<file path="src/rtl/serial_addsub.sv">
// serial_addsub: multi-cycle two's-complement adder/subtractor.
// Computes S = X + Y (sub=0) or S = X - Y (sub=1), DIGIT bits per clock,
// with the inter-digit carry held in a flop. One operation takes
// N = WIDTH/DIGIT RUN cycles followed by a one-cycle DONE state.
//
// Ports:
//   clk    - rising-edge clock
//   rst_n  - asynchronous active-low reset
//   start  - operation request, sampled in IDLE or DONE only
//   sub    - 0 = add, 1 = subtract (sampled with start)
//   X, Y   - operands (sampled with start)
//   busy   - high while an operation is in progress
//   done   - one-cycle pulse when S and the flags are updated
//   S      - result, held until the next completion
//   Cout   - carry out of the MSB (for subtract: 1 = no borrow)
//   Ovf    - signed overflow
//   Zero   - S == 0
module serial_addsub #(
    parameter int WIDTH = 16,
    parameter int DIGIT = 4
) (
    input  logic             clk,
    input  logic             rst_n,
    input  logic             start,
    input  logic             sub,
    input  logic [WIDTH-1:0] X,
    input  logic [WIDTH-1:0] Y,
    output logic             busy,
    output logic             done,
    output logic [WIDTH-1:0] S,
    output logic             Cout,
    output logic             Ovf,
    output logic             Zero
);

    localparam int N  = WIDTH / DIGIT;
    localparam int CW = (N > 1) ? $clog2(N) : 1;

    generate
        if (WIDTH < 2 || DIGIT < 1 || (WIDTH % DIGIT) != 0) begin : g_bad_params
            $error("serial_addsub: WIDTH must be >= 2 and a multiple of DIGIT");
        end
    endgenerate

    typedef enum logic [1:0] {
        IDLE = 2'd0,
        RUN  = 2'd1,
        DONE = 2'd2
    } state_t;

    state_t           state_q, state_d;
    logic [WIDTH-1:0] a_q, a_d;
    logic [WIDTH-1:0] b_q, b_d;
    logic [WIDTH-1:0] r_q, r_d;
    logic             carry_q, carry_d;
    logic [CW-1:0]    cnt_q, cnt_d;
    logic [WIDTH-1:0] s_q, s_d;
    logic             cout_q, cout_d;
    logic             ovf_q, ovf_d;
    logic             zero_q, zero_d;
    logic             busy_q, busy_d;
    logic             done_q, done_d;

    // Ripple-carry digit adder over the low DIGIT bits of the operand regs.
    logic [DIGIT-1:0] dsum;
    logic [DIGIT:0]   c;

    always_comb begin
        c    = '0;
        dsum = '0;
        c[0] = carry_q;
        for (int unsigned i = 0; i < DIGIT; i++) begin
            dsum[i]  = a_q[i] ^ b_q[i] ^ c[i];
            c[i+1]   = (a_q[i] & b_q[i]) | (c[i] & (a_q[i] ^ b_q[i]));
        end
    end

    // New digit enters the result register from the MSB end; after N
    // digits the least significant digit has reached bit 0.
    logic [WIDTH-1:0] dsum_ext;
    logic [WIDTH-1:0] res_next;
    logic             last_digit;

    always_comb begin
        dsum_ext            = '0;
        dsum_ext[DIGIT-1:0] = dsum;
        res_next            = (r_q >> DIGIT) | (dsum_ext << (WIDTH - DIGIT));
        last_digit          = (cnt_q == CW'(N - 1));
    end

    always_comb begin
        state_d = state_q;
        a_d     = a_q;
        b_d     = b_q;
        r_d     = r_q;
        carry_d = carry_q;
        cnt_d   = cnt_q;
        s_d     = s_q;
        cout_d  = cout_q;
        ovf_d   = ovf_q;
        zero_d  = zero_q;
        busy_d  = busy_q;
        done_d  = done_q;

        case (state_q)
            IDLE, DONE: begin
                done_d = 1'b0;
                busy_d = 1'b0;
                if (start) begin
                    // Subtract as X + ~Y + 1: invert Y here, inject the +1 as carry-in.
                    a_d     = X;
                    b_d     = Y ^ {WIDTH{sub}};
                    carry_d = sub;
                    cnt_d   = '0;
                    r_d     = '0;
                    busy_d  = 1'b1;
                    state_d = RUN;
                end else begin
                    state_d = IDLE;
                end
            end
            RUN: begin
                a_d     = a_q >> DIGIT;
                b_d     = b_q >> DIGIT;
                r_d     = res_next;
                carry_d = c[DIGIT];
                cnt_d   = cnt_q + 1'b1;
                if (last_digit) begin
                    s_d     = res_next;
                    cout_d  = c[DIGIT];
                    // c[DIGIT-1] is the carry into the MSB on the final digit.
                    ovf_d   = c[DIGIT-1] ^ c[DIGIT];
                    zero_d  = (res_next == '0);
                    done_d  = 1'b1;
                    busy_d  = 1'b0;
                    state_d = DONE;
                end
            end
            default: begin
                state_d = IDLE;
                busy_d  = 1'b0;
                done_d  = 1'b0;
            end
        endcase
    end

    always_ff @(posedge clk or negedge rst_n) begin
        if (!rst_n) begin
            state_q <= IDLE;
            a_q     <= '0;
            b_q     <= '0;
            r_q     <= '0;
            carry_q <= 1'b0;
            cnt_q   <= '0;
            s_q     <= '0;
            cout_q  <= 1'b0;
            ovf_q   <= 1'b0;
            zero_q  <= 1'b1;
            busy_q  <= 1'b0;
            done_q  <= 1'b0;
        end else begin
            state_q <= state_d;
            a_q     <= a_d;
            b_q     <= b_d;
            r_q     <= r_d;
            carry_q <= carry_d;
            cnt_q   <= cnt_d;
            s_q     <= s_d;
            cout_q  <= cout_d;
            ovf_q   <= ovf_d;
            zero_q  <= zero_d;
            busy_q  <= busy_d;
            done_q  <= done_d;
        end
    end

    assign busy = busy_q;
    assign done = done_q;
    assign S    = s_q;
    assign Cout = cout_q;
    assign Ovf  = ovf_q;
    assign Zero = zero_q;

endmodule

</file>
<file path="config.mk">
export PLATFORM = sky130hd
export DESIGN_NAME = serial_addsub
export DESIGN_NICKNAME = d
export VERILOG_FILES = /design/src/rtl/serial_addsub.sv
export SDC_FILE = /design/constraint.sdc
export NUM_CORES = 1
export LEC_CHECK = 0
export CORE_MARGIN = 2
export CORE_UTILIZATION = 35
export DETAILED_ROUTE_END_ITERATION = 6
export PLACE_DENSITY = 0.66
export SYNTH_ARGS = -nofsm -noshare
export SYNTH_HDL_FRONTEND = slang
export SYNTH_SLANG_ARGS = --single-unit
</file>
<file path="constraint.sdc">
create_clock -name clk -period 5.3 [get_ports clk]
set_clock_uncertainty 0.05 [all_clocks]
set_input_delay 0.53 -clock clk [delete_from_list [all_inputs] [get_ports clk]]
set_output_delay 0.53 -clock clk [all_outputs]
set_load 0.005 [all_outputs]
</file>
# ---- Word level (Yosys, flattened, before mapping)
# Index checks and enable logic that the tools add are counted.
dict set report word_totals {
  inputBits 36
  regBits 74
  output_inout_bits 21
  wordCells 65
}
dict set report op_classes {
  reduce_logical 6
  bitwise_logic 23
  add_sub_neg 1
  eq_ne 5
  muxes 18
}
# operator n
set ops {}
lappend ops {{16-bit one-hot mux with 2 select lines} 3}
lappend ops {{16-bit 2-to-1 mux} 3}
lappend ops {{16-bit logical NOT} 1}
lappend ops {{12-bit by 16-bit OR with 16-bit output} 1}
lappend ops {{16-bit bitwise XOR} 1}
lappend ops {{1-bit bitwise XOR} 9}
lappend ops {{1-bit AND} 8}
lappend ops {{2-bit one-hot mux with 2 select lines} 2}
lappend ops {{1-bit 2-to-1 mux} 6}
lappend ops {{2-bit equality test (second input constant)} 2}
lappend ops {{2-bit 2-to-1 mux} 2}
lappend ops {{2-bit != test (second input constant)} 2}
lappend ops {{1-bit OR} 4}
lappend ops {{1-bit one-hot mux with 2 select lines} 2}
lappend ops {{2-bit AND reduction} 2}
lappend ops {{2-bit by 1-bit adder with 2-bit output (second input constant)} 1}
lappend ops {{2-bit by 1-bit equality test with 1-bit output (second input constant)} 1}
lappend ops {{2-bit logical NOT} 1}
lappend ops {{2-bit nonzero test} 1}
lappend ops {{2-bit OR reduction} 1}

# ---- Depth between registers and ports, before layout
dict set report depth {
  depth_word 10
  depth_mapped 10
  mapped_depth_nobuf 10
}

# ---- Worst setup path after synthesis
# OpenSTA, ideal clock, no wires.
dict set report synth_path {
  path_type {register -> register}
  start {reg a_q[0]}
  end {reg zero_q (netlist: Zero)}
  setup_time_ps 79
  setup_slack_ps 2829
  arrival_time_ps 2342
  required_ps 5171
  stages_incl_launch_ff 11
  path_buffers 0
  period_less_slack_ps 2471
  path_cell_list {dfrtp_1 inv_1 fa_1 fa_1 inv_1 fa_1 inv_1 fa_1 and4b_1 nand4_1 o21ai_0}
}
dict set report synth_between {
  elab_chain_len 10
  elab_cells_between_ends 14
  classes_between {13 x bitwise; 1 x reduce/logical}
}
# item line
set synth_lines {}
lappend synth_lines {{start: declaration} 52} ;# logic [WIDTH-1:0] a_q, a_d;
lappend synth_lines {{start signal: assignment} 150} ;# a_q <= '0;
lappend synth_lines {{start signal: assignment} 163} ;# a_q <= a_d;
lappend synth_lines {{1-bit bitwise XOR} {73, 74}}
lappend synth_lines {{1-bit AND} 74} ;# c[i+1] = (a_q[i] & b_q[i]) | (c[i] & (a_q[i] ^ b_q[i]));
lappend synth_lines {{1-bit OR} 74}
lappend synth_lines {{1-bit AND} 74}
lappend synth_lines {{1-bit OR} 74}
lappend synth_lines {{1-bit AND} 74}
lappend synth_lines {{1-bit OR} 74}
lappend synth_lines {{1-bit bitwise XOR} 73} ;# dsum[i] = a_q[i] ^ b_q[i] ^ c[i];
lappend synth_lines {{12-bit by 16-bit OR with 16-bit output *} 87} ;# res_next = (r_q >> DIGIT) | (dsum_ext << (WIDTH - DIGIT));
lappend synth_lines {{16-bit logical NOT *} 133} ;# zero_d = (res_next == '0);
lappend synth_lines {{end signal: assignment} 171} ;# zero_q <= zero_d;
lappend synth_lines {{end: declaration} 60} ;# logic zero_q, zero_d;
# Mark *: on every way between the ends. The rest lies on a longest branch, timed or not.
# A chain may end at the register's enable or synchronous reset.

# ---- Worst setup path after layout
# Ends and elaborated chain as after synthesis.

==> report_table.html <==
<table>
<tr><th>Metric</th><th>Value</th></tr>
<tr><th colspan="2">Global routing</th></tr>
<tr><td>Pin count of the biggest net entering global routing</td><td>70</td></tr>
<tr><td>Via count of the first global-routing pass</td><td>2003</td></tr>
<tr><td>Combined global-route utilization of all metal layers</td><td>14.1%</td></tr>
<tr><td>Total overflow reported by the global router</td><td>0</td></tr>
<tr><td>Number of antenna violations at the first check in global routing</td><td>0</td></tr>
<tr><td>First-pass GRT wire length</td><td>9850 µm</td></tr>
<tr><th colspan="2">Critical path</th></tr>
<tr><td>Element type at the critical path start</td><td>flip-flop</td></tr>
<tr><td>Arrival time reported for the critical path endpoint</td><td>2.90 ns</td></tr>
<tr><td>Nature of the critical path endpoint</td><td>flip-flop</td></tr>
<tr><td>Largest stage delay, worst path</td><td>0.52 ns</td></tr>
<tr><td>Register-to-Register Path Depth</td><td>10</td></tr>
<tr><td>CP Max Fanout</td><td>3</td></tr>
<tr><td>Worst Path Buf+Inv</td><td>3</td></tr>
<tr><td>Start-to-end type of the worst setup path</td><td>flip-flop to flip-flop</td></tr>
<tr><td>CP max stage cell</td><td>fa_1</td></tr>
<tr><td>Worst reg2reg path endpoint</td><td>Zero</td></tr>
<tr><td>CP dominant cell by count</td><td>fa_1</td></tr>
<tr><td>Cell family with most CP delay</td><td>adder cells</td></tr>
<tr><td>Critical path cell sequence</td><td>inv_1 &gt; fa_1 &gt; fa_1 &gt; inv_1 &gt; fa_1 &gt; inv_1 &gt; fa_1 &gt; and4b_1 &gt; nand4_1 &gt; o21ai_0</td></tr>
<tr><td>Minimum setup slack among reg-to-reg paths</td><td>2.62 ns</td></tr>
<tr><td>Critical path data required time</td><td>5.52 ns</td></tr>
<tr><td>FF-to-FF Start</td><td>a_q[0]</td></tr>
<tr><th colspan="2">Yosys</th></tr>
<tr><td>Leading cell types by total area after synthesis</td><td>dfrtp_1 57%, a221o_1 5.4%, a22o_1 5.3%, mux2_2 4.9%, xnor2_1 3.5%</td></tr>
<tr><td>Cell with the most instances after synthesis</td><td>dfrtp_1</td></tr>
<tr><td>Post-synthesis cell count</td><td>241</td></tr>
<tr><td>Number of distinct library cells after synthesis</td><td>31</td></tr>
<tr><td>Portion of the post-synthesis area used by sequential elements</td><td>57.8%</td></tr>
<tr><td>Post-synthesis cell type with the largest combined area</td><td>dfrtp_1</td></tr>
<tr><td>Register bit total from synthesis</td><td>69</td></tr>
<tr><td>Average cell area after synthesis</td><td>12.4 µm²</td></tr>
<tr><td>Mapped Area</td><td>0.00299 mm²</td></tr>
<tr><td>Number of warnings reported in the yosys synthesis log</td><td>0</td></tr>
<tr><td>Synthesized netlist net count</td><td>282</td></tr>
<tr><td>Share of synthesized flip-flops with an asynchronous set or reset</td><td>100%</td></tr>
<tr><td>Most common library cells after synthesis</td><td>68 x dfrtp_1, 18 x a22o_1, 16 x a221o_1</td></tr>
<tr><td>Dominant synthesized flop cell</td><td>dfrtp_1</td></tr>
<tr><td>Top cell type's share of synthesized area</td><td>56.9%</td></tr>
<tr><td>Post-synth EDFFs</td><td>0</td></tr>
<tr><th colspan="2">Route</th></tr>
<tr><td>Initial detailed-routing violation count</td><td>94</td></tr>
<tr><td>Number of iterations in the first detailed-routing pass</td><td>4</td></tr>
<tr><td>DRC violation count after routing</td><td>0</td></tr>
<tr><td>Wire length after detailed routing</td><td>5940 µm</td></tr>
<tr><td>Post-DRT Antenna Nets</td><td>0</td></tr>
<tr><td>Number of vias in the routed layout</td><td>2040</td></tr>
<tr><td>Routed wire per std cell</td><td>14.9 µm</td></tr>
<tr><td>Routed via count divided by cell count</td><td>5.10</td></tr>
<tr><th colspan="2">Power</th></tr>
<tr><td>Power per cell area</td><td>582 mW/mm²</td></tr>
<tr><td>Maximum vdd drop</td><td>0.249 mV</td></tr>
<tr><td>Switching power share of the total</td><td>34.9%</td></tr>
<tr><td>Clock power frac</td><td>19.0%</td></tr>
<tr><td>Internal power of the cells</td><td>1420 µW</td></tr>
<tr><td>Gate power share</td><td>39.6%</td></tr>
<tr><td>Pleak</td><td>0.00166 µW</td></tr>
<tr><td>Sequential cell fraction of total power</td><td>41.4%</td></tr>
<tr><td>Switching power of the nets</td><td>764 µW</td></tr>
<tr><th colspan="2">STA</th></tr>
<tr><td>Final setup viols</td><td>0</td></tr>
<tr><td>Setup TNS after final layout</td><td>0 ns</td></tr>
<tr><td>Final-report max-slew violation count</td><td>0</td></tr>
<tr><td>Post-route fraction of the period consumed by the critical path</td><td>50.5%</td></tr>
<tr><td>Post-layout minimum cycle time</td><td>2.68 ns</td></tr>
<tr><td>Fmax</td><td>374 MHz</td></tr>
<tr><td>Worst Hold Margin</td><td>0.323 ns</td></tr>
<tr><td>Transition time at the pin with the least slew margin</td><td>1.02 ns</td></tr>
<tr><td>Final Hold Vio Count</td><td>0</td></tr>
<tr><td>Worst max-slew margin expressed relative to the limit</td><td>31.4%</td></tr>
<tr><td>Setup repair after global routing missed its margin</td><td>false</td></tr>
<tr><th colspan="2">Final layout</th></tr>
<tr><td>Number of antenna cells inserted</td><td>0</td></tr>
<tr><td>Layout cells sized above 1</td><td>12.2%</td></tr>
<tr><td>Area growth, synth to finish</td><td>25.7%</td></tr>
<tr><td>Fillers</td><td>785</td></tr>
<tr><td>Final design instance area without fill</td><td>0.00376 mm²</td></tr>
<tr><td>Layout net count</td><td>331</td></tr>
<tr><th colspan="2">Worst hold path</th></tr>
<tr><td>Worst hold-check path type</td><td>input pin to async pin</td></tr>
<tr><th colspan="2">Clocking</th></tr>
<tr><td>Clock tree from TritonCTS</td><td>yes</td></tr>
<tr><td>Deepest clock path buffer count</td><td>2</td></tr>
<tr><td>Post-CTS Setup Bufs</td><td>0</td></tr>
<tr><td>Level count of the clock H-tree</td><td>3</td></tr>
<tr><td>CTS-repair resized insts</td><td>0</td></tr>
<tr><td>Clock insertion delay at the later pin of the skew report</td><td>0.35 ns</td></tr>
<tr><td>Clk pin slew, worst setup/hold paths</td><td>0.07 ns</td></tr>
<tr><td># hold bufs at CTS</td><td>0</td></tr>
<tr><td>Num CTS Buffers</td><td>9</td></tr>
<tr><td>Count of clock tree sinks</td><td>69</td></tr>
<tr><td>Clock root cell</td><td>clkbuf_8</td></tr>
<tr><th colspan="2">Job</th></tr>
<tr><td>Number of max-capacitance violations reported</td><td>0</td></tr>
<tr><th colspan="2">Floorplanning</th></tr>
<tr><td>Initial core utilization</td><td>36.2%</td></tr>
<tr><td>Number of I/O pins</td><td>57</td></tr>
<tr><td>Area of the die</td><td>0.00930 mm²</td></tr>
<tr><td>Floorplan row count</td><td>33</td></tr>
<tr><td>Standard cell core area</td><td>0.00826 mm²</td></tr>
<tr><td>Floorplan die width</td><td>96.4 µm</td></tr>
<tr><td>Die Ht</td><td>96.4 µm</td></tr>
<tr><th colspan="2">Placed design</th></tr>
<tr><td>PortBufs</td><td>56</td></tr>
<tr><td>Area after detailed placement</td><td>0.00357 mm²</td></tr>
<tr><td>Final RePlAce weighted congestion</td><td>0.779</td></tr>
<tr><td>Post-detailed-placement half-perimeter wirelength</td><td>3880 µm</td></tr>
<tr><th colspan="2">Outcome</th></tr>
<tr><td>Status</td><td>finished, final reports clean</td></tr>
</table>
-- cell type report --
type	instances	area, µm²	area share, %
flip-flops and latches	69	1730	46.0
multi-input cells	142	1110	29.4
repair buffers	57	563	15.0
well taps	105	131	3.49
clock buffers	9	124	3.29
clock inverters	7	66.3	1.76
inverters	11	41.3	1.10
-- how the worst max path moves through the flow --
stage,startpoint,end,slack (ns),cells past startpoint
global placement,start,b_q[8],2.58,4
global route,a_q[0],Zero,2.43,10
CTS,a_q[0],Zero,2.61,10
detailed placement,start,b_q[3],2.51,4
floorplan,a_q[0],Zero,2.83,10
finish,a_q[0],Zero,2.62,10
-- metrics by stage --
step                utilization (%)  instances  power (µW)  setup WS, ns
floorplan                         -        241        1510          2.83
CTS                            45.5        400        2220          2.61
detailed placement             43.2        384        1790          2.51
global route                   45.5        400        2360          2.43
finish                         45.5        400        2190          2.62
global placement               43.2        384        1760          2.58
-- power groups by stage --
| stage | sequential, µW | clock, µW | combinational (µW) |
|---|---|---|---|
| 6_report | 905 | 416 | 866 |
| 3_3_place_gp | 908 | 0 | 854 |
| 3_5_place_dp | 916 | 0 | 879 |
| 4_1_cts | 907 | 427 | 882 |
| 5_1_grt | 938 | 444 | 981 |
| 2_1_floorplan | 878 | 0 | 631 |
-- sequential cells by signal, indices dropped and copies added, names as in the netlist --
register / cells
Cout: 1
Ovf: 1
S: 16
Zero: 1
a_q: 16
b_q: 16
busy: 1
carry_q: 1
cnt_q: 2
r_q: 12
state_q: 2
-- routing by layer --
metal / global-route usage (%) / share of wire [%] / vias to the layer above
li1: - / - / 962
met1: 19.7 / 48 / 1007
met3: 5.90 / 7.1 / 7
met4: 3.87 / 1.1 / 0
met5: 0 / 0 / -
met2: 20.3 / 44 / 64
-- cells in the final DEF (no fill, tap or decap), types with 2 or more instances in the layout --
cell type,n
clkbuf_8,9
clkdlybuf4s50_1,55
nand2_1,15
a22o_1,18
xor2_1,5
nand2b_1,2
nor2_1,13
mux2_2,13
nor3_1,3
nor4_1,3
inv_1,11
fa_1,4
nand3_1,10
o21ai_0,7
clkinv_2,4
a221o_1,16
a22oi_1,9
dfrtp_1,68
xnor2_1,12
o2bb2ai_1,3
-- cells by family (layout without fill, tap and decap cells) --
logic type | after synthesis | after routing | share of synthesized area [%]
compound gates | 55 | 55 | 15.4
xor+xnor | 17 | 17 | 4.98
fa+ha+maj | 5 | 5 | 3.10
buf+inv | 30 | 84 | 5.31
flops | 69 | 69 | 57.8
mux | 13 | 13 | 4.90
simple gates | 52 | 52 | 8.58
-- worst reg2reg max path, cell delays in order (launching register included) --
cell and delay (ns):
dfrtp_1 0.32, inv_1 0.07, fa_1 0.44, fa_1 0.37, inv_1 0.08, fa_1 0.21, inv_1 0.06, fa_1 0.52
and4b_1 0.21, nand4_1 0.11, o21ai_0 0.17
Note: power is estimated with default switching activity, not from simulation.
==> variant 1 (config.mk and constraints unchanged) <==
Set the parameter `WIDTH` to 32 (it was 16).
--- a/src/rtl/serial_addsub.sv
+++ b/src/rtl/serial_addsub.sv
@@ -18,3 +18,3 @@
 module serial_addsub #(
-    parameter int WIDTH = 16,
+    parameter int WIDTH = 32,
     parameter int DIGIT = 4
Interface: changed (resized S, X and Y); port bits go from 57 to 105. The function was not compared with the original's and may differ.
==> variant 1 against the unedited design <==
  * Synthesized area up 91%
  * Power is 110% higher
  * Wire length increased by 120%
  * Count of clock-buffer cells in the layout grew 9
  * Combinational power up 81%
  * Sequential cell count up 64
  * Sequential share of layout area decreased by 1.5 points
  * Synthesized cell count grew 90%
  * Cell area grew 99%
  * Worst setup slack improved by 0.018 ns
==> variant 1: results <==
[route]
vias = 4007
dr_wl_met3_um = 699
drt-total-wl_um = 12800
wl_met2_um = 6100
drtIter0Drc = 334
met1Wirelength_um = 5860

[synth]
synthTopCellsByArea = "dfrtp_1 (58%), mux2_2 (5.7%), a221o_1 (5.6%)"
synth_commonest_cells = "dfrtp_1 (132), a22o_1 (35), a221o_1 (32), nand2_1 (32), nor2_1 (30)"
synthMuxAreaShare = 0.0573
ys_seq_area_frac = 0.584
synth_xor_area_frac = 0.0507
synth_top_family_by_area = "compound AO/OA/AOI/OAI gates"
synthCells = 459
mappedNetlistNets = 533

[critical_path]
r2r_cells = 5
critical_path.max_fanout = 87
critPathMaxStageDelay_ns = 0.69
rrSetupSlack_ns = 2.64
crit_arrival_ns = 2.94
rr_endpoint = "carry_q"
reg2reg_from = "state_q[0]"

[status]
status = "finished, final reports clean"

[layout]
drive_gt1_frac = 0.133
fill_cells = 1453
num-nets-final = 623
area_growth_syn_to_layout_pct = 31.4

[placed_design]
gp_congestion = 0.761
dp_hpwl_um = 8530
portBuffers = 104
post-place-ws_ns = 2.53
dpl.cell_count = 746
placement.cell_area_sq_um = 6830

[cts]
worstSkewPairLatency_ns = 0.40
h-tree-depth = 4
cts_buffers = 17
cts_root_buf = "clkbuf_16"

[grt]
met2_usage = 0.242
grt_use_met1 = 0.211
met3_usage = 0.0428
grt_pass1_vias = 4171
grt_use_total = 0.155
grt_start_max_net_pins = 88

[power]
ir_worst_vdd_uv = 287
p_leak_nw = 3.28

[floorplan]
coreArea_sq_um = 15900

[sta]
worstMarginPinSlew_ns = 1.03
==> variant 1: layout make-up <==
cell class              instances  share of cell area
flip-flops and latches        133               0.445
multi-input cells             277               0.281
repair buffers                110               0.145
clock buffers                  18              0.0586
well taps                     216              0.0361
clock inverters                14              0.0301
inverters                      10             0.00501
==> variant 1: how the worst min path moves through the flow <==
stage,startpoint,endpoint,slack (ns),depth (start not counted)
after detailed placement,Zero,Zero,0.44,2
final,rst_n,S[19],0.04,1
after global placement,S[28],S[28],0.41,2
after global routing,rst_n,S[19],0.07,1
after CTS,rst_n,S[21],0.05,1
after floorplan,rst_n,Cout,0.18,0
==> variant 1: power breakdown <==
part	leakage, nW	switching [mW]	internal [mW]
logic	1.29	0.737	0.833
registers	1.68	0.337	1.48
clock network	0.313	0.440	0.853
==> variant 2 (config.mk and constraints unchanged) <==
Made on the original files. Add an input register stage for `start`, `sub`, `X` and `Y`; this delays them by one clock.
--- a/src/rtl/serial_addsub.sv
+++ b/src/rtl/serial_addsub.sv
@@ -37,2 +37,14 @@
     localparam int CW = (N > 1) ? $clog2(N) : 1;
+
+    logic start_q;
+    logic sub_q;
+    logic [WIDTH-1:0] X_q;
+    logic [WIDTH-1:0] Y_q;
+
+    always_ff @(posedge clk) begin
+        start_q <= start;
+        sub_q   <= sub;
+        X_q     <= X;
+        Y_q     <= Y;
+    end
 
@@ -108,7 +120,7 @@
                 busy_d = 1'b0;
-                if (start) begin
+                if (start_q) begin
                     // Subtract as X + ~Y + 1: invert Y here, inject the +1 as carry-in.
-                    a_d     = X;
-                    b_d     = Y ^ {WIDTH{sub}};
-                    carry_d = sub;
+                    a_d     = X_q;
+                    b_d     = Y_q ^ {WIDTH{sub_q}};
+                    carry_d = sub_q;
                     cnt_d   = '0;
Behaviour: not the same (a bounded check fails within 4 cycles, from zero or initial values and one cycle with rst_n low).
==> variant 2 against the unedited design <==
  * Sequential cell count grew 34
  * Fmax fell by 3.1%
  * Largest power group unchanged
  * Global-route usage fell by 1.9 points
  * Largest cell class unchanged
  * Worst setup slack worse by 0.086 ns
  * Cell area up 20%
  * Sequential share of layout area up 7.4 points
  * Power is 18% higher
  * Synthesized area up 23%
  * Wire length is 9.2% higher
==> variant 2: results <==
[route]
drtIter0Drc = 164
drt-total-wl_um = 6490
vias = 2266
antenna_left = 0
dr.pass1.iters = 4

[cts]
clock_path_buffers = 2
cts_buffers = 9
post_cts_buffers = 0
cts_resized = 0
clk_pin_slew_ns = 0.11
cts_root_buf = "clkbuf_8"
h-tree-depth = 3
worstSkewPairLatency_ns = 0.37

[synth]
synth-async-reset-ratio = 0.670
synth.distinct_cells = 34
synth_commonest_cells = "dfrtp_1 (68), dfxtp_1 (34), a22o_1 (18)"
ys_seq_area_frac = 0.654
mappedNetlistNets = 316
yosysWarnings = 0
synthTopCellsByArea = "dfrtp_1 (46%), dfxtp_1 (18%), a221o_1 (4.3%)"

[status]
status = "finished, final reports clean"

[critical_path]
critical_path.max_fanout = 3
crit_path_top_delay_cell = "fa_1"
critPathMaxStageDelay_ns = 0.51
crit_arrival_ns = 3.00
cp_top_family = "adder cells"

[placed_design]
dp_hpwl_um = 4210
gp_congestion = 0.794
portBuffers = 56

[layout]
diodes = 0
fill_cells = 991
num-nets-final = 365
drive_gt1_frac = 0.109

[grt]
antenna_found_initial = 0
grt_pass1_wl_um = 10800
overflow = 0
grt_use_total = 0.122
grt_pass1_vias = 2181
grt_start_max_net_pins = 70

[power]
ir_worst_vdd_uv = 221
p_leak_nw = 1.96

[worst_hold_path]
hold_path.class = "input port to async pin"

[sta]
worstMarginPinSlew_ns = 1.07
-- variant 2: area by class of cell --
class | count | area (sq um) | share of cell area
Clock buffer | 9 | 124 | 0.0275
Multi-Input combinational cell | 142 | 1110 | 0.246
Inverter | 11 | 41.3 | 0.00915
Sequential cell | 103 | 2410 | 0.534
Clock inverter | 7 | 95.1 | 0.0211
Tap cell | 136 | 170 | 0.0377
Timing Repair Buffer | 57 | 563 | 0.125
-- variant 2: cells by family (layout without fill, tap and decap cells) --
| group | Yosys count | count (layout) | synth area share |
|---|---|---|---|
| DFF | 103 | 103 | 0.654 |
| AOI/OAI and AO/OA | 55 | 55 | 0.125 |
| and+or+nand+nor | 52 | 52 | 0.0703 |
| buffers and inverters | 30 | 84 | 0.0455 |
| xor gates and xnor gates | 17 | 17 | 0.0404 |
| muxes | 13 | 13 | 0.0398 |
| adders and majority gates | 5 | 5 | 0.0251 |
-- variant 2: worst paths after layout --
check                      startpoint       to  slack, ns  cells past startpoint
min in group clk              X_q[13]  a_q[13]       0.41                      1
max in group asynchronous       rst_n  b_q[14]       4.36                      2
hold / removal                  rst_n     S[8]       0.29                      2
setup reg to reg               a_q[0]     Zero       2.54                     10
hold reg to reg               X_q[13]  a_q[13]       0.41                      1
setup / recovery               a_q[0]     Zero       2.54                     10
-- variant 2: where the power goes --
| part | total, mW | switching, mW | internal (mW) |
|---|---|---|---|
| Clock | 0.524 | 0.290 | 0.233 |
| Sequential | 1.19 | 0.160 | 1.03 |
| Combinational | 0.874 | 0.414 | 0.460 |
| Total | 2.58 | 0.864 | 1.72 |
-- variant 2: worst reg2reg max path, delay by kind of cell, from the launching register on --
family	cells	cell delay [ns]
AOI/OAI and AO/OA	1	0.16
adders and majority gates	4	1.52
buffers and inverters	3	0.21
DFF	1	0.34
and+or+nand+nor	2	0.41
-- variant 2: per-layer routing --
metal  share of wire  global-route usage
met1            0.48               0.164
met2            0.46               0.186
met3           0.056              0.0444
met4          0.0062              0.0334
met5               0                   0
-- variant 2: metrics by stage --
step / setup WS, ns / hold WS (ns) / instance area, sq um / std cells / util
after floorplan: 2.74 / 0.184 / 3680 / 275 / -
after global placement: 2.65 / 0.383 / 4290 / 449 / 0.418
after detailed placement: 2.57 / 0.393 / 4290 / 449 / 0.418
after CTS: 2.54 / 0.323 / 4510 / 465 / 0.439
after global routing: 2.40 / 0.373 / 4510 / 465 / 0.439
final: 2.54 / 0.288 / 4510 / 465 / 0.439
